[config.mk]
export PLATFORM = sky130hd
export DESIGN_NAME = counter_ctrl
export DESIGN_NICKNAME = d
export VERILOG_FILES = /design/src/rtl/counter_ctrl.sv
export SDC_FILE = /design/constraint.sdc
export NUM_CORES = 1
export LEC_CHECK = 0
export ABC_AREA = 1
export BUFFER_PORTS_ARGS = -buffer_cell sky130_fd_sc_hd__buf_2
export CORE_ASPECT_RATIO = 1.4
export CORE_MARGIN = 2
export CORE_UTILIZATION = 58
export DETAILED_ROUTE_END_ITERATION = 7
export GPL_TIMING_DRIVEN = 0
export PLACE_DENSITY = 0.87
export RECOVER_POWER = 50
export SLEW_MARGIN = 40
export SYNTH_ARGS = -nofsm -noshare
export SYNTH_HDL_FRONTEND = slang
export SYNTH_SLANG_ARGS = --single-unit
[constraint.sdc]
create_clock -name clk -period 4.2 [get_ports clk]
set_input_delay 0.21 -clock clk [delete_from_list [all_inputs] [get_ports clk]]
set_output_delay 0.21 -clock clk [all_outputs]
set_load 0.005 [all_outputs]
[src/rtl/counter_ctrl.sv]
// Prescaled run/pause/done controller driving an external 8-bit counter; all outputs registered.
// Optional wrap-event counter output enabled by defining COUNTER_CTRL_WRAP_CNT_EN.
module counter_ctrl (
  input  logic        clk,
  input  logic        reset,
  input  logic        start,
  input  logic        stop,
  input  logic        clear,
  input  logic        one_shot,
  input  logic [15:0] div,
  input  logic [7:0]  limit,
  input  logic [7:0]  cnt_q,
  output logic        cnt_en,
  output logic        cnt_clr,
  output logic        busy,
  output logic        done,
  output logic [1:0]  state
`ifdef COUNTER_CTRL_WRAP_CNT_EN
  ,
  output logic [7:0]  wraps
`endif
);

  typedef enum logic [1:0] {
    IDLE  = 2'd0,
    RUN   = 2'd1,
    PAUSE = 2'd2,
    DONE  = 2'd3
  } state_t;

  state_t      state_q, state_d;
  logic [15:0] presc_q, presc_d;
  logic        cnt_en_d, cnt_clr_d, done_d;
  logic [8:0]  eff_cnt;
  logic        tick, at_limit;
`ifdef COUNTER_CTRL_WRAP_CNT_EN
  logic        wrap_evt;
`endif

  // cnt_en/cnt_clr issued last cycle have not reached cnt_q yet, so fold them
  // in; otherwise back-to-back ticks would overshoot the limit by one.
  always_comb begin
    eff_cnt  = cnt_clr ? 9'd0 : ({1'b0, cnt_q} + {8'd0, cnt_en});
    at_limit = (eff_cnt >= {1'b0, limit});
    tick     = (presc_q == div);

    state_d   = state_q;
    presc_d   = presc_q;
    cnt_en_d  = 1'b0;
    cnt_clr_d = 1'b0;
    done_d    = 1'b0;
`ifdef COUNTER_CTRL_WRAP_CNT_EN
    wrap_evt  = 1'b0;
`endif

    if (clear) begin
      state_d   = IDLE;
      presc_d   = 16'd0;
      cnt_clr_d = 1'b1;
    end else begin
      case (state_q)
        IDLE: begin
          presc_d = 16'd0;
          if (!stop && start) state_d = RUN;
        end
        PAUSE: begin
          if (!stop && start) state_d = RUN;
        end
        DONE: begin
          presc_d = 16'd0;
          if (!stop && start) begin
            state_d   = RUN;
            cnt_clr_d = 1'b1;
          end
        end
        RUN: begin
          if (stop) begin
            state_d = PAUSE;
          end else if (tick) begin
            presc_d = 16'd0;
            if (!at_limit) begin
              cnt_en_d = 1'b1;
            end else if (one_shot) begin
              state_d = DONE;
              done_d  = 1'b1;
            end else begin
              cnt_clr_d = 1'b1;
`ifdef COUNTER_CTRL_WRAP_CNT_EN
              wrap_evt  = 1'b1;
`endif
            end
          end else begin
            presc_d = presc_q + 16'd1;
          end
        end
        default: state_d = IDLE;
      endcase
    end
  end

  always_ff @(posedge clk or posedge reset) begin
    if (reset) begin
      state_q <= IDLE;
      presc_q <= 16'd0;
      cnt_en  <= 1'b0;
      cnt_clr <= 1'b0;
      done    <= 1'b0;
      busy    <= 1'b0;
    end else begin
      state_q <= state_d;
      presc_q <= presc_d;
      cnt_en  <= cnt_en_d;
      cnt_clr <= cnt_clr_d;
      done    <= done_d;
      busy    <= (state_d == RUN);
    end
  end

  assign state = state_q;

`ifdef COUNTER_CTRL_WRAP_CNT_EN
  always_ff @(posedge clk or posedge reset) begin
    if (reset) begin
      wraps <= 8'd0;
    end else if (clear) begin
      wraps <= 8'd0;
    end else if (wrap_evt && (wraps != 8'hFF)) begin
      wraps <= wraps + 8'd1;
    end
  end
`endif

endmodule

# Yosys cells after proc, flatten, opt, wreduce, memory -nomap -nowiden
# Cells that the tools add are included.
# op_classes
n_addsub,2
multipliers,0
n_div,0
magnitude_cmp,1
n_eq_ne,6
shifts,0
n_mux,30
bitwise,0
n_reduce_logical,7
# ops
op,n
16-bit two-way mux,3
16-bit case mux with 2 select lines,1
1-bit two-way mux,17
16-bit by 1-bit adder with 16-bit output (second input constant),1
16-bit equality test,1
2-bit two-way mux,6
8-bit by 1-bit adder with 9-bit output,1
9-bit by 8-bit greater-or-equal comparator with 1-bit output,1
9-bit two-way mux,1
2-bit by 1-bit equality test with 1-bit output (second input constant),2
2-bit equality test (second input constant),2
2-bit case mux with 2 select lines,1
3-bit != test (second input constant),1
3-bit nonzero test,1
3-bit OR reduction,1
2-bit logical NOT,1
1-bit case mux with 2 select lines,1
2-bit AND reduction,1
2-bit OR reduction,1
1-bit logical AND,1
1-bit logical NOT,1
# word_totals
ff_bits,22
latch_bits,0
mem_bits_rw,0
romBits,0
in_bits,38
out_inout_bits,6
wordCells,52
memories,0

# Longest topological paths before layout
# depth
depth_word,9
ltp_mapped,21
mapped_depth_nobuf,21

# Least setup slack after synthesis
# OpenSTA, ideal clock, no wires.
# synth_path
kind,register to register
start,register cnt_en
end,"register state_q[0], in the netlist state[0]"
setup_time_ps,116
t_arrival_ps,2110
required_time_ps,4084
slack_ps,1974
stages_incl_launch_ff,22
path_buffers,0
synth_period_minus_slack_ps,2226
cell_sequence,dfrtp_1 ha_1 ha_1 nand2_1 nor2_1 a21oi_1 o21a_1 ha_1 nand2_1 inv_1 nand2_1 nand3_1 nand2_1 nand2_1 nand2_1 nand2_1 nand2_2 nand2_1 nand2_1 nand2_1 nand2_1 inv_1
# synth_between
elab_chain_cells,8
# synth_lines
item,line_no,text
from (decl),13,"output logic cnt_en,"
from (signal assigned),112,cnt_en <= cnt_en_d;
8-bit by 1-bit adder with 9-bit output,43,"eff_cnt = cnt_clr ? 9'd0 : ({1'b0, cnt_q} + {8'd0, cnt_en});"
9-bit two-way mux,43,
9-bit by 8-bit greater-or-equal comparator with 1-bit output,44,"at_limit = (eff_cnt >= {1'b0, limit});"
2-bit two-way mux,81,if (!at_limit) begin
2-bit two-way mux,79,end else if (tick) begin
2-bit two-way mux,77,if (stop) begin
2-bit case mux with 2 select lines,61,case (state_q)
2-bit two-way mux,56,if (clear) begin
net state_d[0],31,"state_t state_q, state_d;"
to (signal assigned),110,state_q <= state_d;
to (decl),31,
# The timed path passes the listed nets, and every way through them passes these cells.
# A chain may end at the register's enable or synchronous reset.

# Worst setup path after layout
# layout_path
start,register cnt_en
end,register busy
# layout_between
elab_chain_cells,9
# layout_lines
item,line_no,text
8-bit by 1-bit adder with 9-bit output,43,
9-bit two-way mux,43,
9-bit by 8-bit greater-or-equal comparator with 1-bit output,44,
2-bit two-way mux,81,
2-bit two-way mux,79,
2-bit two-way mux,77,
2-bit case mux with 2 select lines,61,
2-bit two-way mux,56,
2-bit by 1-bit equality test with 1-bit output,115,busy <= (state_d == RUN);
to (signal assigned),115,
to (decl),15,"output logic busy,"
# No other way between the ends.

==> impl_results.rst <==
.. list-table::
   :header-rows: 1

   * - Metric
     - Value
   * - MaxCap Viol Count
     - 0
   * - Layout cell share with drive strength beyond 1
     - 0.205
   * - Share of flip-flops with an asynchronous set or reset
     - 1.00
   * - Number of standard cells in the layout, taps in and fillers out
     - 381
   * - Synth warn
     - 0
   * - Weighted congestion reported at the end of routability-driven placement
     - 0.879
   * - Fill count
     - 281
   * - Share of synthesized cell area in full adder, half adder and majority cells
     - 0.0875
   * - FP Rows
     - 24
   * - WP data required
     - 4.40 ns
   * - Synthesized flop and latch total
     - 22
   * - Element type at the critical path end
     - flip-flop
   * - Count of distinct cell types in the synthesized netlist
     - 28
   * - Setup Fix Bufs, Post-CTS
     - 0
   * - Final Total Pwr
     - 0.000483 W
   * - Hold Crit Class
     - in2reg
   * - Combinational family with the most area after synthesis
     - simple AND/OR/NAND/NOR gates
   * - Overall die area
     - 3680 um2
   * - Count of mapped cells out of synthesis
     - 295
   * - Worst slew margin relative to its limit
     - 0.428
   * - Vias
     - 1,924
   * - Most repeated cell in the gate-level netlist after synthesis
     - sky130_fd_sc_hd__nand2_1
   * - P&R area growth vs syn
     - 16.9%
   * - LEAKAGE
     - 1.23 nW
   * - Final net count
     - 395
   * - Fraction of the mapped netlist area in compound gates
     - 0.0916
   * - Number of synthesized flops with an enable pin
     - 0
   * - Cell with the largest stage delay on the worst path
     - sky130_fd_sc_hd__dfrtp_1
   * - Horizontal die dimension
     - 51.8 um
   * - Detailed-route DRC error count
     - 0
   * - Fmax
     - 390 MHz
   * - Syn_nets
     - 346
   * - Number of buffers and inverters on the critical path
     - 0
   * - Worst voltage drop across the vdd grid
     - 0.173 mV
   * - Clock Latency Late Sink
     - 0.26 ns
   * - Number of global-route vias before repair
     - 1,766
   * - Cell family with most CP delay
     - simple AND/OR/NAND/NOR gates
   * - Period utilization
     - 0.610
   * - Number of ports placed on the die boundary
     - 44
   * - Clock transition at the registers of the reported paths
     - 0.08 ns
   * - Biggest area consumer among synthesized cells
     - sky130_fd_sc_hd__dfrtp_1
   * - Share of synthesized cell area in and, or, nand and nor gates
     - 0.363
   * - RSZ-0062 raised after global routing
     - no
   * - Mean post-synth cell area
     - 6.30 um2
   * - Wire length per cell after detailed routing
     - 10.6 um
   * - Core Footprint
     - 3090 um2
   * - Number of antenna violations at the first check in global routing
     - 0
   * - Final Hold Vio Count
     - 0
   * - Aggregate negative setup slack
     - 0 ns
   * - Grt ovf
     - 0
   * - Clock tree from TritonCTS
     - yes
   * - Placed wire-length estimate
     - 3.19 mm
   * - Commonest cells in the synthesized netlist
     - 91 x sky130_fd_sc_hd__nand2_1, 49 x sky130_fd_sc_hd__inv_1, 33 x sky130_fd_sc_hd__nor2_1, 22 x sky130_fd_sc_hd__dfrtp_1
   * - Maximum clock skew at final layout
     - 0.00233 ns
   * - Pwr per Cell Area
     - 222 nW/um2
   * - Total clock sinks
     - 22
   * - Pin count of the biggest net entering global routing
     - 23
   * - Cell type with the highest occurrence count on the critical path
     - sky130_fd_sc_hd__nand2_1
   * - Number of nets with antenna violations after detailed routing
     - 0
   * - Most used flip-flop cell after synthesis
     - sky130_fd_sc_hd__dfrtp_1
   * - Detailed-route vias per instance
     - 5.05
   * - Diodes inserted
     - 0
   * - Iteration count of the initial detailed-routing pass
     - 4
   * - Number of port buffers
     - 43
   * - Detailed Route WL
     - 4.02 mm
   * - Mux cell area share after synthesis
     - 0
   * - Drt initial violations
     - 56
   * - Outcome
     - finished, final reports clean
   * - Max-slew violation count
     - 0
   * - Sequential fraction of the synthesis area
     - 0.296
   * - GRT Max-Usage Layer
     - met2
   * - Critical path cell sequence
     - ha_1, ha_1, nand2_1, nor2_1, a21oi_1, o21a_1, ha_1, nand2_1, nor2_1, nand2_1, nand3_1, nand2_1, nand2_1, nand2_1, nand2_1, nand2_2, nand2_1, nand2_1, nand2_1, nand2_1, nor2_2
   * - Met3 usage in global routing
     - 0.0232
   * - Mapped Area
     - 1860 um2
   * - Global Route Usage Sum
     - 0.235
   * - Placed cell count
     - 377
   * - Global routing met2 resource utilization
     - 0.460
   * - Delay of the slowest critical-path stage
     - 0.35 ns
   * - Height of the die
     - 71.0 um
   * - Final worst hold slack
     - 0.170 ns
   * - Transition time of the tightest slew-check pin
     - 0.858 ns
   * - Final critical delay including setup and external delays
     - 2.56 ns
   * - Startpoint type of the worst setup path
     - flip-flop
   * - Starting Density
     - 0.601
   * - CP max FO
     - 4
   * - Yosys top cell area share
     - 0.296
   * - Arrival time of data at the critical path endpoint
     - 2.76 ns
   * - Buffer levels on the longest clock path
     - 2
   * - H-tree levels
     - 1
   * - Synth area leaders
     - sky130_fd_sc_hd__dfrtp_1 30%, sky130_fd_sc_hd__nand2_1 18%, sky130_fd_sc_hd__inv_1 9.9%, sky130_fd_sc_hd__ha_1 8.8%, sky130_fd_sc_hd__nor2_1 6.7%
   * - Non-Filler Cell Area, Final
     - 2170 um2
   * - Area after detailed placement
     - 2120 um2
   * - Final-report setup violation count
     - 0
   * - Met1 usage
     - 0.252
   * - First-pass GRT wire length
     - 6.77 mm
   * - Total clock buffers created by CTS
     - 3
   * - Xor/xnor share of the synthesized area
     - 0.0283
   * - Classification of the worst setup path
     - reg2reg
   * - Root cell of the clock tree
     - sky130_fd_sc_hd__clkbuf_8
-- worst paths after layout --
path,from,cells after the start,slack (ns),to
worst max-delay path,cnt_en,21,1.64,busy
worst min-delay path,clear,2,0.17,done
worst max register to register,cnt_en,21,1.64,busy
worst min register to register,presc_q[11],2,0.57,presc_q[11]
max in group asynchronous,reset,3,3.01,presc_q[7]
min in group asynchronous,reset,3,0.66,busy
-- final cells by class --
| cell class | instances | area (um2) | share of cell area |
|---|---|---|---|
| tap | 39 | 48.8 | 0.0225 |
| clock buffer | 3 | 41.3 | 0.0190 |
| sequential | 22 | 551 | 0.253 |
| multi-input combinational | 208 | 1060 | 0.488 |
| timing repair buffer | 44 | 224 | 0.103 |
| inverter | 64 | 240 | 0.111 |
| buffer | 1 | 7.51 | 0.00346 |
-- layer usage --
metal	routed length [um]	vias to the layer above	part of all wire
met3	165	2	0.041
met1	1660	864	0.41
met4	25	0	0.0062
li1	-	1015	-
met2	2170	43	0.54
met5	0	-	0
-- sequential cells by signal, indices dropped and copies added (netlist names) --
| name | count |
|---|---|
| state | 2 |
| busy | 1 |
| done | 1 |
| cnt_en | 1 |
| cnt_clr | 1 |
| presc_q | 16 |
-- power breakdown --
group	total, W	internal [W]	switching (W)
clock	0.000132	0.0000640	0.0000677
combinational	0.000128	0.0000485	0.0000792
sequential	0.000223	0.000218	0.00000573
-- cells by family (layout without fill, tap and decap cells) --
family	after synthesis	count (layout)
and+or+nand+nor	159	159
xor gates and xnor gates	6	6
adders and majority gates	13	13
AOI/OAI and AO/OA	30	30
buffers and inverters	65	112
DFF	22	22
-- timing repair --
item / CTS / global route
gates resized for setup: 0 / 0
hold buffers: 1 / 0
endpoints found under the hold margin: 22 / 0
-- per-stage QoR --
step / worst slack [ns] / utilization
6_report: 1.64 / 0.702
5_1_grt: 1.38 / 0.702
4_1_cts: 1.65 / 0.703
3_5_place_dp: 1.67 / 0.686
3_3_place_gp: 1.75 / 0.686
2_1_floorplan: 1.97 / -
-- cells in the final DEF, fill, tap and decap left out, types with 2 or more instances in the layout --
cell,count
sky130_fd_sc_hd__xor2_1,5
sky130_fd_sc_hd__a211oi_1,2
sky130_fd_sc_hd__nor3_1,8
sky130_fd_sc_hd__clkbuf_8,3
sky130_fd_sc_hd__nand2_2,2
sky130_fd_sc_hd__a21oi_1,12
sky130_fd_sc_hd__o21ai_0,4
sky130_fd_sc_hd__dfrtp_1,22
sky130_fd_sc_hd__ha_1,13
sky130_fd_sc_hd__inv_2,14
sky130_fd_sc_hd__nand4_1,2
sky130_fd_sc_hd__nor3_2,2
sky130_fd_sc_hd__nor2_1,33
sky130_fd_sc_hd__nand2_1,91
sky130_fd_sc_hd__nor2_2,3
sky130_fd_sc_hd__nand3_1,14
sky130_fd_sc_hd__buf_2,42
sky130_fd_sc_hd__o21ai_1,5
sky130_fd_sc_hd__inv_1,49
sky130_fd_sc_hd__nor4_1,2
sky130_fd_sc_hd__a31oi_1,3
(Power assumes the default switching activity.)
